`src/rtl/adrv9001_axis_pattern_gen_if.sv`:
```
// AXI-Stream IQ link between the pattern generator and the ADRV9001 TX path.
// The master drives tdata/tvalid/tlast and the slave returns tready.
interface adrv9001_axis_pattern_gen_if;
  logic [31:0] tdata;
  logic        tvalid;
  logic        tready;
  logic        tlast;

  modport master (
    output tdata,
    output tvalid,
    output tlast,
    input  tready
  );

  modport slave (
    input  tdata,
    input  tvalid,
    input  tlast,
    output tready
  );
endinterface

```
`src/rtl/adrv9001_axis_pattern_gen.sv`:
```
// ADRV9001 TX test pattern source (ramp/fixed/PRBS15/zero); tvalid rises one cycle after an enable edge, and beats hold under tready backpressure.
// PRBS15 generation exists only when ADRV9001_PATTERN_GEN_PRBS_EN is defined; otherwise mode 2 sends zeros.
module adrv9001_axis_pattern_gen #(
  parameter logic [15:0] RAMP_STEP = 16'd1,
  parameter logic [14:0] PRBS_SEED = 15'h7FFF
) (
  input  logic                               clk,
  input  logic                               rst,
  input  logic                               enable,
  input  logic [1:0]                         mode,
  input  logic [31:0]                        fixed_data,
  input  logic [15:0]                        burst_len,
  adrv9001_axis_pattern_gen_if.master        m_axis,
  output logic                               busy,
  output logic [15:0]                        beat_cnt
);

  typedef enum logic [1:0] {
    ST_IDLE = 2'd0,
    ST_RUN  = 2'd1,
    ST_DONE = 2'd2
  } state_t;

  localparam logic [1:0] MODE_RAMP  = 2'd0;
  localparam logic [1:0] MODE_FIXED = 2'd1;
  localparam logic [1:0] MODE_PRBS  = 2'd2;

  if (PRBS_SEED == 15'd0) begin : g_seed_chk
    $error("PRBS_SEED must be non-zero");
  end

  state_t      r_state;
  logic        r_vld;
  logic [1:0]  r_mode;
  logic [31:0] r_fixed;
  logic [15:0] r_len;
  logic [15:0] r_cnt;
  logic [15:0] r_ramp;
  logic        r_en_d;
  logic        r_armed;

  state_t      w_state_nxt;
  logic        w_vld_nxt;
  logic [1:0]  w_mode_nxt;
  logic [31:0] w_fixed_nxt;
  logic [15:0] w_len_nxt;
  logic [15:0] w_cnt_nxt;
  logic [15:0] w_ramp_nxt;

  logic        w_rise;
  logic        w_acc;
  logic        w_last;
  logic [31:0] w_tdata;

`ifdef ADRV9001_PATTERN_GEN_PRBS_EN
  logic [14:0] r_lfsr;
  logic [14:0] w_lfsr_nxt;
  logic [14:0] w_lfsr_step;

  // x^15 + x^14 + 1, Fibonacci form, shifting towards the MSB
  assign w_lfsr_step = {r_lfsr[13:0], r_lfsr[14] ^ r_lfsr[13]};
`endif

  // r_armed blocks a burst until enable has been seen low after reset
  assign w_rise = enable & ~r_en_d & r_armed;
  assign w_acc  = r_vld & m_axis.tready;
  assign w_last = r_vld && (r_len != 16'd0) && (r_cnt == (r_len - 16'd1));

  always_comb begin
    w_state_nxt = r_state;
    w_vld_nxt   = r_vld;
    w_mode_nxt  = r_mode;
    w_fixed_nxt = r_fixed;
    w_len_nxt   = r_len;
    w_cnt_nxt   = r_cnt;
    w_ramp_nxt  = r_ramp;
`ifdef ADRV9001_PATTERN_GEN_PRBS_EN
    w_lfsr_nxt  = r_lfsr;
`endif

    case (r_state)
      ST_IDLE: begin
        if (w_rise) begin
          w_state_nxt = ST_RUN;
          w_vld_nxt   = 1'b1;
          w_mode_nxt  = mode;
          w_fixed_nxt = fixed_data;
          w_len_nxt   = burst_len;
          w_cnt_nxt   = 16'd0;
          w_ramp_nxt  = 16'd0;
`ifdef ADRV9001_PATTERN_GEN_PRBS_EN
          w_lfsr_nxt  = PRBS_SEED;
`endif
        end
      end

      ST_RUN: begin
        if (w_acc) begin
          if (r_cnt != 16'hFFFF) begin
            w_cnt_nxt = r_cnt + 16'd1;
          end
          w_ramp_nxt = r_ramp + RAMP_STEP;
`ifdef ADRV9001_PATTERN_GEN_PRBS_EN
          w_lfsr_nxt = w_lfsr_step;
`endif
        end

        // a pending beat is never withdrawn: stop only once it is taken
        if (w_acc && w_last) begin
          w_state_nxt = ST_DONE;
          w_vld_nxt   = 1'b0;
        end else if (!enable && (w_acc || !r_vld)) begin
          w_state_nxt = ST_IDLE;
          w_vld_nxt   = 1'b0;
        end
      end

      ST_DONE: begin
        if (!enable) begin
          w_state_nxt = ST_IDLE;
        end
      end

      default: begin
        w_state_nxt = ST_IDLE;
        w_vld_nxt   = 1'b0;
      end
    endcase
  end

  always_ff @(posedge clk) begin
    if (rst) begin
      r_state <= ST_IDLE;
      r_vld   <= 1'b0;
      r_mode  <= MODE_RAMP;
      r_fixed <= 32'd0;
      r_len   <= 16'd0;
      r_cnt   <= 16'd0;
      r_ramp  <= 16'd0;
      r_en_d  <= 1'b0;
      r_armed <= 1'b0;
`ifdef ADRV9001_PATTERN_GEN_PRBS_EN
      r_lfsr  <= PRBS_SEED;
`endif
    end else begin
      r_state <= w_state_nxt;
      r_vld   <= w_vld_nxt;
      r_mode  <= w_mode_nxt;
      r_fixed <= w_fixed_nxt;
      r_len   <= w_len_nxt;
      r_cnt   <= w_cnt_nxt;
      r_ramp  <= w_ramp_nxt;
      r_en_d  <= enable;
      r_armed <= r_armed | ~enable;
`ifdef ADRV9001_PATTERN_GEN_PRBS_EN
      r_lfsr  <= w_lfsr_nxt;
`endif
    end
  end

  // data is a pure function of held registers, so it is stable under stall
  always_comb begin
    w_tdata = 32'd0;
    case (r_mode)
      MODE_RAMP:  w_tdata = {r_ramp, r_ramp};
      MODE_FIXED: w_tdata = r_fixed;
`ifdef ADRV9001_PATTERN_GEN_PRBS_EN
      MODE_PRBS:  w_tdata = {1'b0, r_lfsr, 1'b0, r_lfsr};
`endif
      default:    w_tdata = 32'd0;
    endcase
  end

  assign m_axis.tdata  = w_tdata;
  assign m_axis.tvalid = r_vld;
  assign m_axis.tlast  = w_last;
  assign busy          = (r_state == ST_RUN);
  assign beat_cnt      = r_cnt;

endmodule

```
`src/flat_wrapper.sv`:
```
// flat-port wrapper written by rule: the top's interface ports become plain ports
module adrv9001_axis_pattern_gen_flat 
#(
  parameter logic [15:0] RAMP_STEP = 16'd1,
  parameter logic [14:0] PRBS_SEED = 15'h7FFF
)
  (clk, rst, enable, mode, fixed_data, burst_len, busy, beat_cnt, m_axis_tdata, m_axis_tvalid, m_axis_tlast, m_axis_tready);
  adrv9001_axis_pattern_gen_if m_axis_i ();
  input  logic clk;
  input  logic rst;
  input  logic enable;
  input  logic [1:0] mode;
  input  logic [31:0] fixed_data;
  input  logic [15:0] burst_len;
  output logic busy;
  output logic [15:0] beat_cnt;
  output wire logic [$bits(m_axis_i.tdata)-1:0] m_axis_tdata;
  output wire logic [$bits(m_axis_i.tvalid)-1:0] m_axis_tvalid;
  output wire logic [$bits(m_axis_i.tlast)-1:0] m_axis_tlast;
  input wire logic [$bits(m_axis_i.tready)-1:0] m_axis_tready;
  assign m_axis_tdata = m_axis_i.tdata;
  assign m_axis_tvalid = m_axis_i.tvalid;
  assign m_axis_tlast = m_axis_i.tlast;
  assign m_axis_i.tready = m_axis_tready;
  adrv9001_axis_pattern_gen #(.RAMP_STEP(RAMP_STEP), .PRBS_SEED(PRBS_SEED)) u_core (.clk(clk), .rst(rst), .enable(enable), .mode(mode), .fixed_data(fixed_data), .burst_len(burst_len), .m_axis(m_axis_i), .busy(busy), .beat_cnt(beat_cnt));
endmodule
```
`config.mk`:
```
export PLATFORM = sky130hd
export DESIGN_NAME = adrv9001_axis_pattern_gen_flat
export DESIGN_NICKNAME = d
export VERILOG_FILES = /design/src/rtl/adrv9001_axis_pattern_gen_if.sv /design/src/rtl/adrv9001_axis_pattern_gen.sv /design/src/flat_wrapper.sv
export SDC_FILE = /design/constraint.sdc
export NUM_CORES = 1
export LEC_CHECK = 0
export CAP_MARGIN = 20
export CORE_ASPECT_RATIO = 0.9
export CORE_MARGIN = 3
export CORE_UTILIZATION = 41
export DETAILED_ROUTE_END_ITERATION = 10
export GPL_TIMING_DRIVEN = 0
export PLACE_DENSITY = 0.66
export SYNTH_ARGS = -nofsm -noshare
export SYNTH_HDL_FRONTEND = slang
export SYNTH_SLANG_ARGS = --single-unit
```
`constraint.sdc`:
```
create_clock -name clk -period 5.3 [get_ports clk]
set_clock_uncertainty 0.2 [all_clocks]
set_input_delay 1.06 -clock clk [delete_from_list [all_inputs] [get_ports clk]]
set_output_delay 1.06 -clock clk [all_outputs]
set_load 0.02 [all_outputs]
```
==> qor.txt <==
Worst-Margin Slew = 0.977 ns
Synth warn = 0
Non-Filler Instances = 837
1st-pass router iterations = 5
CP Data Required Time = 4.04 ns
Synth unique cells = 50
I/O pin total = 105
Buf/Inv on CP = 3
LEAKAGE = 2.03 nW
Global route overflow = 0
Placed wire-length estimate = 9950 um
Clock transition at path regs = 0.07 ns
Post-CTS resize count = 0
# DRC = 0
Max Clk Rate = 0.205 GHz
Critical-path cell list = inv_1, ha_1, or3b_2, or4_4, a211o_1, a2111oi_4, nand4_2, inv_1, clkdlybuf4s50_1
Reg2Reg Setup Slack = 2.06 ns
Dpl cells = 821
Placed inst area = 5620 um^2
Synth Flop Type = dfxtp_1
Final #Nets = 761
Vias post-DR = 4403
R2r endpoint = u_core.r_state[0]$_SDFFE_PP0P_
CP peak stage delay = 0.60 ns
I/O Buffers = 103
Starting DRT DRC Count = 297
Clk_lat worst skew = 0.33 ns
RSZ-0062 raised after global routing = no
WL final = 13100 um
H-tree Lvls = 3
Routed Antenna Nets = 0
Share of cells above drive strength 1 = 0.0480
Width of the die = 115 um
CP Launch Type = flop
Hold Path Class = flop to flop
Final Max Slew Viols = 0
VDD IR-drop max = 146 uV
Worst r2r src = u_core.r_len[0]$_SDFFE_PP0P_
WL per Instance = 15.7 um
Setup violators final = 0
Max-cap violations = 0
Ys async rst share = 0
WHS = 0.254 ns
Final period util = 0.922
Vias/cell = 5.26
Crit-path max FO = 6
Overall power = 1.55 mW
TritonCTS clock tree = yes
First-pass GRT wire length = 21400 um
Starting Density = 0.425
Antenna fix cells = 0
Cell family with most CP delay = simple AND/OR/NAND/NOR gates
Post-synthesis sequential area ratio = 0.395
Hold Buf Count CTS = 0
Worst R2R Path Depth = 8
Setup CP Type = flop to primary output
Vias in the first global route = 4188
Rel. slew slack = 0.343
Clock Path Buffers = 2
Setup Buffers After CTS = 0
Syn-to-layout area delta = 34.7%
Final hold vios = 0
Row cnt = 35
Syn Inst Count = 589
Crit path depth = 9
Mapped Avg Cell Area = 7.49 um^2
Fillers = 955
Die area = 12000 um^2
Slowest library cell on the worst path = clkdlybuf4s50_1
Die span in y = 104 um
Clock buffer count from CTS = 9
Post-synth EDFFs = 0
Post-synthesis register bit count = 87
Clock root cell = clkbuf_16
Synthesized area = 4410 um^2
Critical Path End Type = primary output
Largest net degree at the start of global routing = 15
Worst Setup EP = m_axis_tlast
Core area = 10400 um^2
Status = finished, final reports clean
Initial antenna violation count = 0
Net Count, Synth = 647
Clock sinks = 87
Post-route cell area = 5940 um^2
Sequential cell area = 1740 um^2
Critical path origin = u_core.r_len[0]$_SDFFE_PP0P_
Cell mode on critical path = inv_1
Total Routing Usage GR = 0.222
Multi-input gate area = 2490 um^2
Pwr dens = 261 nW/um^2
Critical path data arrival time = 3.63 ns
Setup tns final = 0 ns
Final min period = 4.89 ns
GP Congestion = 0.912
per-layer routing:
layer	GRT usage	routed length, um
met5	0	0
met4	0.0578	232
met3	0.0314	719
met2	0.331	5740
met1	0.334	6410
power breakdown:
group / total (mW) / internal (mW) / switching (mW)
Combinational: 0.177 / 0.0866 / 0.0906
Clock: 0.689 / 0.426 / 0.263
Sequential: 0.684 / 0.670 / 0.0142
Total: 1.55 / 1.18 / 0.367
worst reg2reg max path, delay by kind of cell, from the launching register on:
kind | cells | cell delay [ns]
buffers and inverters | 1 | 0.10
adder cells (fa/ha/maj) | 1 | 0.26
AND/OR/NAND/NOR | 3 | 1.19
flip-flops | 1 | 0.37
AO/OA/AOI/OAI | 3 | 1.00
logic make-up after synthesis:
group | Yosys count | synth area share
AOI/OAI and AO/OA | 123 | 0.158
xor gates and xnor gates | 44 | 0.0874
adders and majority gates | 4 | 0.0113
buffers and inverters | 49 | 0.0437
DFF | 87 | 0.395
muxes | 1 | 0.00255
and+or+nand+nor | 281 | 0.302
layout make-up:
type | count | area share
repair buffers | 103 | 0.174
well taps | 129 | 0.0272
clock buffers | 11 | 0.0409
flip-flops and latches | 87 | 0.293
multi-input cells | 453 | 0.419
inverters | 11 | 0.00695
clock inverters | 5 | 0.0137
plain buffers | 38 | 0.0255
sequential cells by signal, summed over array words and instances (netlist names):
name                  cells
u_core.r_fixed           32
u_core.beat_cnt          16
u_core.r_len             16
u_core.r_ramp            16
u_core.r_mode             2
u_core.r_state            2
u_core.m_axis.tvalid      1
u_core.r_armed            1
u_core.r_en_d             1
worst min-delay path by stage:
stage                                            to  cells after the start  slack (ns)                             from
floorplan                 u_core.r_armed$_SDFF_PP0_                      2        0.23        u_core.r_armed$_SDFF_PP0_
global placement          u_core.r_armed$_SDFF_PP0_                      2        0.24        u_core.r_armed$_SDFF_PP0_
detailed placement        u_core.r_armed$_SDFF_PP0_                      2        0.24        u_core.r_armed$_SDFF_PP0_
CTS                       u_core.r_armed$_SDFF_PP0_                      2        0.25        u_core.r_armed$_SDFF_PP0_
global route        u_core.r_fixed[14]$_SDFFE_PP0P_                      2        0.28  u_core.r_fixed[14]$_SDFFE_PP0P_
finish                    u_core.r_armed$_SDFF_PP0_                      2        0.25        u_core.r_armed$_SDFF_PP0_
Yosys cell counts (10+ instances only):
| library cell | n | area share |
|---|---|---|
| o21ai_0 | 12 | 0.014 |
| xnor2_1 | 24 | 0.048 |
| nand4_1 | 10 | 0.014 |
| a21oi_1 | 92 | 0.10 |
| dfxtp_1 | 87 | 0.39 |
| nand2b_1 | 17 | 0.024 |
| clkbuf_1 | 35 | 0.030 |
| inv_1 | 11 | 0.0094 |
| nor2_1 | 33 | 0.028 |
| xor2_1 | 20 | 0.040 |
| nand2_1 | 147 | 0.13 |
| nand3_1 | 14 | 0.016 |
layout by cell type (no fill, tap or decap), drive strengths merged, types with 6 or more instances in the layout:
| master | instances |
|---|---|
| inv | 11 |
| xnor2 | 24 |
| nand3 | 14 |
| dfxtp | 87 |
| nor2b | 8 |
| or4 | 8 |
| nor4 | 7 |
| clkdlybuf4s50 | 103 |
| o21ai | 12 |
| clkbuf | 46 |
| and3 | 6 |
| nand2 | 147 |
| nand2b | 17 |
| or3 | 6 |
| xor2 | 20 |
| a21oi | 92 |
| nor2 | 33 |
| nand4 | 11 |
| nor3 | 8 |
stage by stage:
step | worst slack (ns) | utilization
after floorplan | 1.56 | -
after global placement | 0.805 | 0.540
after detailed placement | 0.784 | 0.541
after CTS | 0.415 | 0.572
after global routing | 0.239 | 0.572
final | 0.413 | 0.572
Power figures use the tool's default switching activity.
